[config.mk]
export PLATFORM = sky130hd
export DESIGN_NAME = prbs9_tx_flat
export DESIGN_NICKNAME = d
export VERILOG_FILES = /design/src/rtl/prbs_pkg.sv /design/src/rtl/prbs9_tx_if.sv /design/src/rtl/prbs9_lfsr.sv /design/src/rtl/prbs9_tx.sv /design/src/flat_wrapper.sv
export SDC_FILE = /design/constraint.sdc
export NUM_CORES = 1
export LEC_CHECK = 0
export ABC_AREA = 1
export CAP_MARGIN = 5
export CORE_MARGIN = 2
export CORE_UTILIZATION = 50
export DETAILED_ROUTE_END_ITERATION = 16
export DONT_BUFFER_PORTS = 1
export PLACE_DENSITY_LB_ADDON = 0.3
export SETUP_SLACK_MARGIN = 0.1
export SYNTH_ARGS = -nofsm -noshare
export SYNTH_HDL_FRONTEND = slang
export SYNTH_SLANG_ARGS = --single-unit
[constraint.sdc]
create_clock -name clock -period 1.3 [get_ports clock]
set_clock_uncertainty 0.2 [all_clocks]
set_input_delay 0.195 -clock clock [delete_from_list [all_inputs] [get_ports clock]]
set_output_delay 0.195 -clock clock [all_outputs]
set_load 0.01 [all_outputs]
[src/rtl/prbs_pkg.sv]
// prbs_pkg: shared constants, FSM state type and LFSR helpers for the
// PRBS9 transmitter and any checker-side regenerator.
package prbs_pkg;

    localparam int         PRBS9_LEN          = 511;
    localparam int         PRBS9_TAP_A        = 8;
    localparam int         PRBS9_TAP_B        = 4;
    localparam logic [8:0] PRBS9_LOCKUP_SEED  = 9'h1FF;
    localparam logic [8:0] PRBS9_DEFAULT_SEED = 9'h1AA;

    typedef enum logic {
        LOAD = 1'b0,
        RUN  = 1'b1
    } prbs_state_t;

    // One Fibonacci step of x^9 + x^5 + 1; the output bit is the MSB.
    function automatic logic [8:0] prbs9_next(input logic [8:0] s);
        return {s[7:0], s[PRBS9_TAP_A] ^ s[PRBS9_TAP_B]};
    endfunction

    // An all-zero LFSR never leaves zero, so it is replaced on load.
    function automatic logic [8:0] prbs9_guard(input logic [8:0] s);
        return (s == 9'd0) ? PRBS9_LOCKUP_SEED : s;
    endfunction

endpackage

[src/rtl/prbs9_tx_if.sv]
// prbs9_tx_if: symbol and BER-reference output bundle of prbs9_tx.
// master = transmitter, slave = TX filter / BER checker side.
interface prbs9_tx_if #(
    parameter int NB_OUTPUT = 8
);
    logic signed [NB_OUTPUT-1:0] o_symbol;
    logic                        o_bit;
    logic                        o_bit_valid;
    logic                        o_period_start;
    logic                        o_err_injected;

    modport master (
        output o_symbol, o_bit, o_bit_valid, o_period_start, o_err_injected
    );

    modport slave (
        input  o_symbol, o_bit, o_bit_valid, o_period_start, o_err_injected
    );
endinterface

[src/rtl/prbs9_lfsr.sv]
// prbs9_lfsr: PRBS9 state register (x^9 + x^5 + 1, Fibonacci) with
// synchronous reset to SEED, lockup-guarded load, and step enable.
// Shared between the transmitter and the checker's reference generator.
module prbs9_lfsr
    import prbs_pkg::*;
#(
    parameter logic [8:0] SEED = PRBS9_DEFAULT_SEED
) (
    input  logic       clock,
    input  logic       i_reset,
    input  logic       i_step,
    input  logic       i_load,
    input  logic [8:0] i_seed,
    output logic [8:0] o_state
);

    logic [8:0] r_lfsr;

    // Reset beats load beats step.
    always_ff @(posedge clock) begin
        if (i_reset)
            r_lfsr <= SEED;
        else if (i_load)
            r_lfsr <= prbs9_guard(i_seed);
        else if (i_step)
            r_lfsr <= prbs9_next(r_lfsr);
    end

    assign o_state = r_lfsr;

endmodule

[src/rtl/prbs9_tx.sv]
// prbs9_tx: PRBS9 pattern transmitter. Emits one bit every N_PHASES enabled
// clocks as an antipodal zero-stuffed symbol plus an unmapped reference bit.
// Optional feature macro: PRBS_ERR_INJ_EN (adds i_err_inject, single-symbol
// sign inversion for BER checker self-test).
module prbs9_tx
    import prbs_pkg::*;
#(
    parameter int         NB_OUTPUT  = 8,
    parameter int         NBF_OUTPUT = 7,
    parameter int         N_PHASES   = 4,
    parameter int         NB_PHASE   = 2,
    parameter logic [8:0] SEED       = PRBS9_DEFAULT_SEED
) (
    input  logic        clock,
    input  logic        i_reset,
    input  logic        i_enable,
    input  logic        i_seed_load,
    input  logic [8:0]  i_seed,
`ifdef PRBS_ERR_INJ_EN
    input  logic        i_err_inject,
`endif
    prbs9_tx_if.master  tx
);

    localparam logic signed [NB_OUTPUT-1:0] SYM_POS     = NB_OUTPUT'((2**NBF_OUTPUT) - 1);
    localparam logic signed [NB_OUTPUT-1:0] SYM_NEG     = -SYM_POS;
    localparam logic [NB_PHASE-1:0]         PHASE_LAST  = NB_PHASE'(N_PHASES - 1);
    localparam logic [8:0]                  BITIDX_LAST = 9'(PRBS9_LEN - 1);

    prbs_state_t                 state, nxt_state;
    logic [NB_PHASE-1:0]         r_phase, nxt_phase;
    logic [8:0]                  r_bitidx, nxt_bitidx;
    logic [8:0]                  lfsr_state;
    logic                        lfsr_load, emit, inject;
    logic signed [NB_OUTPUT-1:0] nxt_symbol;
    logic                        nxt_bit, nxt_valid, nxt_ps, nxt_err;
    logic [7:0]                  lfsr_unused;

    // A seed load acts as its own LOAD cycle: the following enabled cycle
    // emits the first bit of the new seed.
    assign lfsr_load = i_enable & i_seed_load;
    assign emit      = i_enable & ~i_seed_load & (state == RUN) & (r_phase == '0);
    assign lfsr_unused = lfsr_state[7:0];

    prbs9_lfsr #(.SEED(SEED)) u_lfsr (
        .clock   (clock),
        .i_reset (i_reset),
        .i_step  (emit),
        .i_load  (lfsr_load),
        .i_seed  (i_seed),
        .o_state (lfsr_state)
    );

`ifdef PRBS_ERR_INJ_EN
    logic r_err_pend;

    // Pulses coalesce into one pending error, consumed by the next emission.
    always_ff @(posedge clock) begin
        if (i_reset)
            r_err_pend <= 1'b0;
        else if (lfsr_load || emit)
            r_err_pend <= 1'b0;
        else if (i_err_inject)
            r_err_pend <= 1'b1;
    end

    assign inject = emit & (r_err_pend | i_err_inject);
`else
    assign inject = 1'b0;
`endif

    // FSM state register.
    always_ff @(posedge clock) begin
        if (i_reset)
            state <= LOAD;
        else
            state <= nxt_state;
    end

    // Next state, counters and registered output values.
    always_comb begin
        nxt_state  = state;
        nxt_phase  = r_phase;
        nxt_bitidx = r_bitidx;
        nxt_symbol = tx.o_symbol;
        nxt_bit    = tx.o_bit;
        nxt_valid  = 1'b0;
        nxt_ps     = 1'b0;
        nxt_err    = 1'b0;
        if (i_enable) begin
            nxt_symbol = '0;
            if (i_seed_load) begin
                nxt_state  = RUN;
                nxt_phase  = '0;
                nxt_bitidx = '0;
            end else begin
                case (state)
                    LOAD: nxt_state = RUN;
                    RUN: begin
                        nxt_phase = (r_phase == PHASE_LAST) ? '0 : r_phase + 1'b1;
                        if (emit) begin
                            nxt_bit    = lfsr_state[PRBS9_TAP_A];
                            nxt_valid  = 1'b1;
                            nxt_ps     = (r_bitidx == '0);
                            nxt_err    = inject;
                            nxt_symbol = (lfsr_state[PRBS9_TAP_A] ^ inject) ? SYM_POS : SYM_NEG;
                            nxt_bitidx = (r_bitidx == BITIDX_LAST) ? '0 : r_bitidx + 9'd1;
                        end
                    end
                    default: nxt_state = LOAD;
                endcase
            end
        end
    end

    // Counters and output registers.
    always_ff @(posedge clock) begin
        if (i_reset) begin
            r_phase           <= '0;
            r_bitidx          <= '0;
            tx.o_symbol       <= '0;
            tx.o_bit          <= 1'b0;
            tx.o_bit_valid    <= 1'b0;
            tx.o_period_start <= 1'b0;
            tx.o_err_injected <= 1'b0;
        end else begin
            r_phase           <= nxt_phase;
            r_bitidx          <= nxt_bitidx;
            tx.o_symbol       <= nxt_symbol;
            tx.o_bit          <= nxt_bit;
            tx.o_bit_valid    <= nxt_valid;
            tx.o_period_start <= nxt_ps;
            tx.o_err_injected <= nxt_err;
        end
    end

endmodule

[src/flat_wrapper.sv]
// flat-port wrapper written by rule: the top's interface ports become plain ports
module prbs9_tx_flat import prbs_pkg::*;
#(
    parameter int         NB_OUTPUT  = 8,
    parameter int         NBF_OUTPUT = 7,
    parameter int         N_PHASES   = 4,
    parameter int         NB_PHASE   = 2,
    parameter logic [8:0] SEED       = PRBS9_DEFAULT_SEED
)
  (clock, i_reset, i_enable, i_seed_load, i_seed, tx_o_symbol, tx_o_bit, tx_o_bit_valid, tx_o_period_start, tx_o_err_injected);
  prbs9_tx_if #(.NB_OUTPUT(NB_OUTPUT)) tx_i ();
  input  logic clock;
  input  logic i_reset;
  input  logic i_enable;
  input  logic i_seed_load;
  input  logic [8:0] i_seed;
  output wire logic [$bits(tx_i.o_symbol)-1:0] tx_o_symbol;
  output wire logic [$bits(tx_i.o_bit)-1:0] tx_o_bit;
  output wire logic [$bits(tx_i.o_bit_valid)-1:0] tx_o_bit_valid;
  output wire logic [$bits(tx_i.o_period_start)-1:0] tx_o_period_start;
  output wire logic [$bits(tx_i.o_err_injected)-1:0] tx_o_err_injected;
  assign tx_o_symbol = tx_i.o_symbol;
  assign tx_o_bit = tx_i.o_bit;
  assign tx_o_bit_valid = tx_i.o_bit_valid;
  assign tx_o_period_start = tx_i.o_period_start;
  assign tx_o_err_injected = tx_i.o_err_injected;
  prbs9_tx #(.NB_OUTPUT(NB_OUTPUT), .NBF_OUTPUT(NBF_OUTPUT), .N_PHASES(N_PHASES), .NB_PHASE(NB_PHASE), .SEED(SEED)) u_core (.clock(clock), .i_reset(i_reset), .i_enable(i_enable), .i_seed_load(i_seed_load), .i_seed(i_seed), .tx(tx_i));
endmodule
## Word level (Yosys, flattened, before mapping)

Index checks and enable logic that the tools add are counted.

| word-level totals | value |
|---|---|
| output and inout port bits | 12 |
| register bits after elaboration | 32 |

| operators by class | value |
|---|---|
| bitwise gates (word level) | 9 |
| reduce and logical (&&, ||, !) cells | 11 |
| equality and inequality tests | 2 |
| multiplexer cells | 15 |
| add/subtract/negate cells | 2 |

Operators by type and width:

| cell | count |
|---|---|
| 2-to-1 mux 9 bit | 7 |
| 2-to-1 mux 8 bit | 4 |
| zero test 9 bit | 2 |
| adder 9 x 1 -> 9 bit, second input constant | 1 |
| == test 9 bit, second input constant | 1 |
| 2-to-1 mux 2 bit | 3 |
| nonzero test 2 bit | 3 |
| OR reduction 5 bit | 1 |
| AND 1 bit | 4 |
| NOT 1 bit | 4 |
| AND reduction 4 bit | 1 |
| OR reduction 4 bit | 1 |
| AND reduction 3 bit | 1 |
| adder 2 x 1 -> 2 bit, second input constant | 1 |
| == test 2 bit, second input constant | 1 |
| zero test 2 bit | 1 |
| AND reduction 2 bit | 1 |
| 2-to-1 mux 1 bit | 1 |
| XOR 1 bit | 1 |

## Longest topological paths before layout

Gate-level depths: netlist (run 1).

| logic depth | value |
|---|---|
| depth after elaboration | 7 |
| depth in mapped cells | 9 |
| mapped depth without buffers | 9 |

## Modules after synthesis

A second synthesis (run 1) with hierarchy kept.

| unflattened totals | value |
|---|---|
| cells, all modules | 214 |
| area total of the unflattened synthesis | 1462.7 um2 |

By module, submodules not included:

| module | cells each | seq. area each (um2) | area an instance (um2) | times used |
|---|---|---|---|---|
| prbs9_tx | 140 | 360.3 | 983.4 | 1 |
| prbs9_lfsr | 74 | 180.2 | 479.2 | 1 |

## Worst setup path before layout (run 1)

No wires, ideal clock.

| timing | value |
|---|---|
| path kind | reg2reg |
| start | reg u_core.r_phase[0] |
| end | reg u_core.u_lfsr.r_lfsr[5], in the netlist u_core.u_lfsr.o_state[5] |
| clock period less this slack | 1.422 ns |
| path buffers | 1 |
| arrival | 1.105 ns |
| setup slack | -0.122 ns |
| library setup time | 0.116 ns |
| data required time | 0.984 ns |
| stages on the path, launching flop included | 10 |
| cell sequence | dfxtp_1 inv_1 ha_1 nand2_4 nand2_8 inv_4 buf_6 nor2_2 o21ai_1 nand2_1 |

| on the way | value |
|---|---|
| cells in the longest elaborated chain, start to end | 3 |

Ends and longest elaborated chain:

| element | RTL line | text |
|---|---|---|
| from (decl) | prbs9_tx.sv:31 | `logic [NB_PHASE-1:0] r_phase, nxt_phase;` |
| from (signal assigned) | prbs9_tx.sv:127 | `r_phase <= nxt_phase;` |
| zero test 2 bit | prbs9_tx.sv:42 | `assign emit = i_enable & ~i_seed_load & (state == RUN) & (r_phase == '0);` |
| AND 1 bit | prbs9_tx.sv:42 |  |
| nonzero test 2 bit (no line) | -- |  |
| to (signal assigned) | prbs9_lfsr.sv:24 | `r_lfsr <= prbs9_guard(i_seed);` |
| to (signal assigned) | prbs9_lfsr.sv:26 | `r_lfsr <= prbs9_next(r_lfsr);` |
| to (decl) | prbs9_lfsr.sv:17 | `logic [8:0] r_lfsr;` |

Every way passes these cells.
A chain may end at the register's enable or synchronous reset.

## Worst setup path in the final report (run 1)

| timing | value |
|---|---|
| start | reg u_core.state |
| end | reg u_core.u_lfsr.r_lfsr[7], in the netlist u_core.u_lfsr.o_state[7] |

| on the way | value |
|---|---|
| cells in the longest elaborated chain, start to end | 3 |

Ends and longest elaborated chain:

| element | RTL line | text |
|---|---|---|
| from (decl) | prbs9_tx.sv:30 | `prbs_state_t state, nxt_state;` |
| from (signal assigned) | prbs9_tx.sv:77 | `state <= nxt_state;` |
| AND 1 bit (2 in series) | prbs9_tx.sv:42 |  |
| nonzero test 2 bit (no line) | -- |  |

Every way passes these cells.

==> impl_results.md, run 1 <==
* Pre-CTS WS at -0.0879 ns
* Synthesis-stage register bit count at 27
* Tot GR Track Use at 22.2%
* Outcome: finished with violations
* Synth Area per Inst at 6.73 µm²
* Max Cap Violations at 0
* Yosys top cell area share at 36.5%
* DRC violation count after routing at 0
* CP max stage delay at 0.36 ns
* Routability Congestion at about 0.84
* Largest family of logic cells by synthesized area: simple AND/OR/NAND/NOR gates
* Number of diodes at 0
* R2R setup slack at -0.07 ns
* Worst hold path type: input port to flip-flop
* Simple-gate share of the synthesized area at 31.8%
* CTS root buf: clkbuf_4
* Initial antenna violation count at 0
* Setup violators final at 21
* CP endpoint kind: flip-flop
* Power per standard cell area at 748 nW/µm²
* Worst r2r dst: u_core.u_lfsr.o_state[7]
* DIE AREA at 3410 µm²
* Layout cells sized above 1 at 35.2%
* Largest net degree at the start of global routing at 15
* Clock transition at path regs at 0.14 ns
* Most common cell on crit path: nand2_8
* Cts bufs inserted at 3
* Die Y at 58.4 µm
* Final worst-path cycle share at 106%
* Cell count after synthesis at 220
* Mapped Area at 1480 µm²
* Commonest non-fill, non-tap cell in the layout: nand2_1
* Minimum clock period at 1.37 ns
* Crit Path Class: flip-flop to flip-flop
* Post-synthesis adder-cell area fraction at under 10%
* Mux contribution to synthesized area at 0%
* ANT nets after route at 0
* Die width at 58.4 µm
* Syn. warnings at 0
* Leak at 0.863 nW
* Fmax at 728 MHz
* H-tree depth at 1
* Fin. Hold Viols at 13
* Top area cells in the synthesized netlist: dfxtp_1, nand2_1, a21oi_1
* Crit Reg-Reg Startpoint: u_core.state
* Syn nets at roughly 240
* Synth area leader: dfxtp_1
* R2r worst-path depth at 7
* Core Box Area at 2780 µm²
* Initial Util at approximately 53%
* Commonest cells after routing, fill and taps aside: nand2_1, buf_4, dfxtp_1, inv_1, nor2_1
* Critical Path Source: u_core.state
* Worst Setup EP: u_core.u_lfsr.o_state[7]
* Req. time, crit path at around 1.3 ns
* Largest delay share family, worst path: simple AND/OR/NAND/NOR gates
* Worst setup SP type: flip-flop
* DR vias at 1,462
* Row Count at 19
* IO Port Bufs at 0
* Pins Over Slew Limit at 0
* Vias/cell at around 5
* Setup TNS at -1.11 ns
* Fin worst setup slack at -0.0737 ns
* Clock Sinks at 27
* Vias in the first global route at 1,333
* Compound-Gate Fraction of Synth Area at 13.6%
* Initial drt markers at 64
* Clock tree buffer depth at 2
* VDD IR max at 0.726 mV
* Final core utilization at 73.5%
* Placed Area at 1690 µm²
* Final hold slack at -0.303 ns
* Layout area overhead at 38.0%
* First-pass GRT wire length at between 5 and 6 mm
* CP bufs+invs at 1
* TritonCTS clock tree: done
* Remaining Overflow, GRT at 0
* Post-Synth XOR/XNOR Area at less than 1%
* DP Wirelength at 2.38 mm
* Design area at about 2000 µm²
* First drt pass iteration count at 4
* RSZ-0062 raised after global routing: true
* Fin nets at 275
* Post-synthesis sequential area ratio at 36.5%
* Latest clock arrival within the worst-skew pair at between 0.3 and 0.4 ns
* Filler Cell Count at 222
* Final WL at 3.70 mm
* Failing checks: negative hold slack, negative setup slack
* Worst path cell trace: nand2_2 > nor2_4 > nand2_8 > nand2_8 > inv_12 > a21oi_2 > o21ai_1
* Routed len/inst at 12.9 µm
* Maximum fanout along the worst path at 13
* Critical Path Stages at 7
* I/O pins at 25
* Yosys cell types at 29
* Worst-path cell with the longest stage delay: dfxtp_2
* CP arrival at 1.42 ns
-- kinds of logic (layout without fill, tap and decap cells) --
group,count (synthesis),in the layout
buf+inv,38,73
xor+xnor,1,1
compound gates,39,39
simple gates,109,110
fa+ha+maj,5,5
flops,27,27
other cells,1,1
-- worst min path at each step --
stage | start | end | slack (ns) | cells past startpoint
after floorplan | i_reset | u_core.r_bitidx[1] | 0.05 | 1
after global placement | i_reset | u_core.r_bitidx[1] | 0.06 | 1
final | i_reset | u_core.tx.o_symbol[6] | -0.30 | 1
after global routing | i_reset | u_core.tx.o_symbol[6] | -0.34 | 1
after detailed placement | i_reset | u_core.r_bitidx[1] | 0.06 | 1
after CTS | i_reset | u_core.r_bitidx[5] | -0.31 | 1
-- metrics by stage --
stage                     total power, mW  instances
after global routing                 1.62        287
after detailed placement             1.10        266
after global placement               1.09        266
final                                1.53        287
after floorplan                      1.06        220
after CTS                            1.50        276
-- registers in the layout, indices dropped and copies added, names as in the netlist --
signal / count
u_core.r_bitidx: 9
u_core.u_lfsr.o_state: 9
u_core.tx.o_symbol: 3
u_core.r_phase: 2
u_core.state: 1
u_core.tx.o_bit: 1
u_core.tx.o_bit_valid: 1
u_core.tx.o_period_start: 1
-- cells in the mapped netlist --
library cell and n:
nand2_1 69, nor3_1 1, clkinv_2 2, nor2_1 23, o21a_1 1, buf_6 3, nand4_1 2, nand2_8 1
inv_2 1, a21oi_2 1, conb_1 1, o21ai_0 9, xnor2_1 1, inv_4 1, nor2_2 1, buf_4 6
or2_2 1, o21ai_1 9, nand2_2 2, inv_1 22, clkbuf_1 2, ha_1 5, nor2_4 1, buf_2 1
dfxtp_1 27, nand3b_1 2, nand3_1 5, a21oi_1 19, nand2_4 1
-- report_power, final --
| part | leakage [nW] | internal (mW) | switching (mW) |
|---|---|---|---|
| sequential | 0.224 | 0.861 | 0.0276 |
| clock | 0.0150 | 0.121 | 0.249 |
| combinational | 0.624 | 0.128 | 0.143 |
-- metal layers --
layer	global-route usage (%)	wire, µm	up-vias
met5	0	0	-
met4	10.6	63	0
met1	27.4	1600	673
met3	2.86	98	7
met2	38.0	1950	25
li1	-	-	757
-- final cells by class --
cell class / instances / area [µm²] / area share, %
clock buffers: 4 / 26.3 / 1.29
inverters: 26 / 124 / 6.06
multi-input cells: 156 / 918 / 44.9
flip-flops and latches: 27 / 554 / 27.1
well taps: 31 / 38.8 / 1.90
repair buffers: 43 / 383 / 18.7
-- repair_timing --
| item | in CTS | in global routing |
|---|---|---|
| gates cloned | 1 | 0 |
| buffers inserted | 4 | 2 |
| hold buffers | 1 | 9 |
| hold endpoints to repair | 21 | 20 |
| pin swaps | 18 | 9 |
| gates resized for setup | 28 | 22 |
| setup endpoints to repair | 29 | 32 |
(Power assumes the default switching activity.)
==> run 2, diff against run 1 <==
- ABC_AREA: 1 -> unset
==> run 2 against run 1 <==
Effect of this change:
- the run still ends with negative hold slack, negative setup slack left
- flip-flop and latch count did not move
- area after synthesis down 8.1%
- worst setup slack got worse by 0.31 ns
- combinational power barely moved
- non-clock buffer count up 1
- sequential power is 0.9% higher
- critical path type unchanged
==> impl_results.md, run 2 <==
* Placed Area at about 1600 µm²
* Yosys cell types at 39
* Final Power at between 1.5 and 2 mW
* Number of diodes at 0
* Vias/cell at 6.22
* Multi-input gate area at 970 µm²
* Max Cap Violations at 0
* Most common cell in the synthesized netlist: dfxtp_1
* Final WL at ~4.1 mm
* DP Wirelength at 2.41 mm
* Remaining Overflow, GRT at 0
* Routed len/inst at 18.0 µm
* Hold Path Origin: i_reset
* Initial antenna violation count at 0
* Tot GR Track Use at 24.6%
* CP endpoint kind: flip-flop
* Most used DFF post-synth: dfxtp_1
* Final core utilization at 79.8%
* Cts bufs inserted at 3
* ANT nets after route at 0
* Setup TNS at -6.46 ns
* DRC violation count after routing at 0
* Register Area at 553 µm²
* VDD IR max at roughly 0.64 mV
* Fin. Hold Viols at 27
* Row Count at 18
* Outcome: finished with violations
* Core Box Area at about 2500 µm²
* Cell count after synthesis at 162
* Mapped Area at 1360 µm²
* First drt pass iteration count at 4
* Routability Congestion at around 0.92
* Design area at 2010 µm²
* Worst hold path type: input port to flip-flop
* Die width at about 56 µm
* Syn. warnings at 0
* Post-synth EDFFs at 0
* Final hold slack at -0.300 ns
* Clock transition at path regs at ~0.15 ns
* IO Port Bufs at 0
* Fin worst setup slack at -0.386 ns
* Synth area leader: dfxtp_1
* Crit Path Class: flip-flop to flip-flop
* Initial Util at 54.0%
* Commonest non-fill, non-tap cell in the layout: buf_4
* Final worst-path cycle share at 130%
* H-tree depth at 1
* Synth cell count leaders: dfxtp_1, a21oi_1, nand2_1, nor2_1
* Clock tree buffer depth at 2
* Clock Sinks at 27
* Layout area overhead at 47.8%
* Worst setup SP type: flip-flop
* Maximum fanout along the worst path at 5
* RSZ-0062 raised after global routing: true
* DR vias at between 1,000 and 1,500
* CP arrival at between 1.5 and 2 ns
* TritonCTS clock tree: done
* Commonest cells after routing, fill and taps aside: buf_4, dfxtp_1, buf_6, nand2_1, nor2_1
* Pins Over Slew Limit at 0
* Layout cells sized above 1 at between 40% and 50%
* Req. time, crit path at ~1.4 ns
* Latest clock arrival within the worst-skew pair at between 0.3 and 0.4 ns
* CTS root buf: clkbuf_4
* Minimum clock period at 1.69 ns
* Critical Path Source: u_core.r_phase[0]
* Largest net degree at the start of global routing at 28
* I/O pins at 25
* Fin nets at between 200 and 250
* Top area cells in the synthesized netlist: dfxtp_1, a21oi_1, ha_1
* Pre-CTS WS at -0.384 ns
* Post-synthesis sequential area ratio at 39.7%
* Post-Place Cells at 207
* Power per standard cell area at 765 nW/µm²
* Post-Layout Cell Count at 225
* Crit Reg-Reg Startpoint: u_core.r_phase[0]
* Die Y at 56.2 µm
* First-pass GRT wire length at between 6 and 7 mm
* Leak at 0.717 nW
* Vias in the first global route at about 1,400
* Filler Cell Count at 167
* Synthesis-stage register bit count at 27
* Fmax at between 500 and 600 MHz
* DIE AREA at 3160 µm²
* Initial drt markers at 55
* Syn nets at 180
* Synth Area per Inst at 8.40 µm²
* Failing checks: negative hold slack, negative setup slack
* Synth async-reset ratio at 0%
* Setup violators final at 23
* Yosys top cell area share at approximately 40%
## run 2: cell types whose count changed in the layout (fill, tap and decap cells not counted), moves of 4 or more
| cell | delta |
|---|---|
| nand2_1 | -50 |
| inv_1 | -17 |
| buf_6 | +10 |
| dlygate4sd3_1 | -9 |
| nand2_2 | -7 |
| nor2_2 | -6 |
| a31oi_1 | +5 |
| o21ai_0 | -5 |
| o21ai_1 | -5 |
| nor2_1 | -4 |
## run 2: final timing paths
path,endpoint,slack [ns],cells after the start
setup / recovery,u_core.r_bitidx[6],-0.39,5
hold / removal,u_core.tx.o_symbol[6],-0.30,1
setup reg to reg,u_core.r_bitidx[6],-0.39,5
hold reg to reg,u_core.u_lfsr.o_state[0],0.30,2
## run 2: worst max-delay path: stages, from the launching register on
cell and delay [ns]:
dfxtp_2 0.36, inv_2 0.06, ha_4 0.15, nand4b_4 0.17, or4_1 0.51, a31oi_1 0.17
## run 2: area by class of cell
type / count / area share, %
clock buffer: 3 / 1.12
inverter: 5 / 0.933
sequential: 27 / 27.5
clock inverter: 1 / 0.249
tap: 30 / 1.87
multi-input combinational: 115 / 48.2
timing repair buffer: 44 / 20.1
## run 2: logic make-up after synthesis
group	after synthesis	synth area share, %
and+or+nand+nor	60	24.4
AOI/OAI and AO/OA	47	22.2
DFF	27	39.7
buffers and inverters	20	7.45
adders and majority gates	5	4.60
other	1	0.275
xor gates and xnor gates	1	0.643
muxes	1	0.735
## run 2: timing repair
item / in CTS / in global routing
gates cloned: 1 / 0
endpoints found under the setup margin: 31 / 32
setup buffers: 6 / 8
pin swaps: 23 / 19
endpoints found under the hold margin: 27 / 27
gates resized for setup: 34 / 30
## run 2: report_power, final
| part | internal (mW) | switching (mW) |
|---|---|---|
| registers | 0.862 | 0.0339 |
| clock network | 0.116 | 0.260 |
| logic | 0.145 | 0.124 |
| total | 1.12 | 0.417 |
## run 2: per-layer routing
metal	GRT usage (%)	part of all wire, %
met1	29.4	40
met2	41.8	51
met3	4.65	5.6
met4	12.2	3.2
met5	0	0
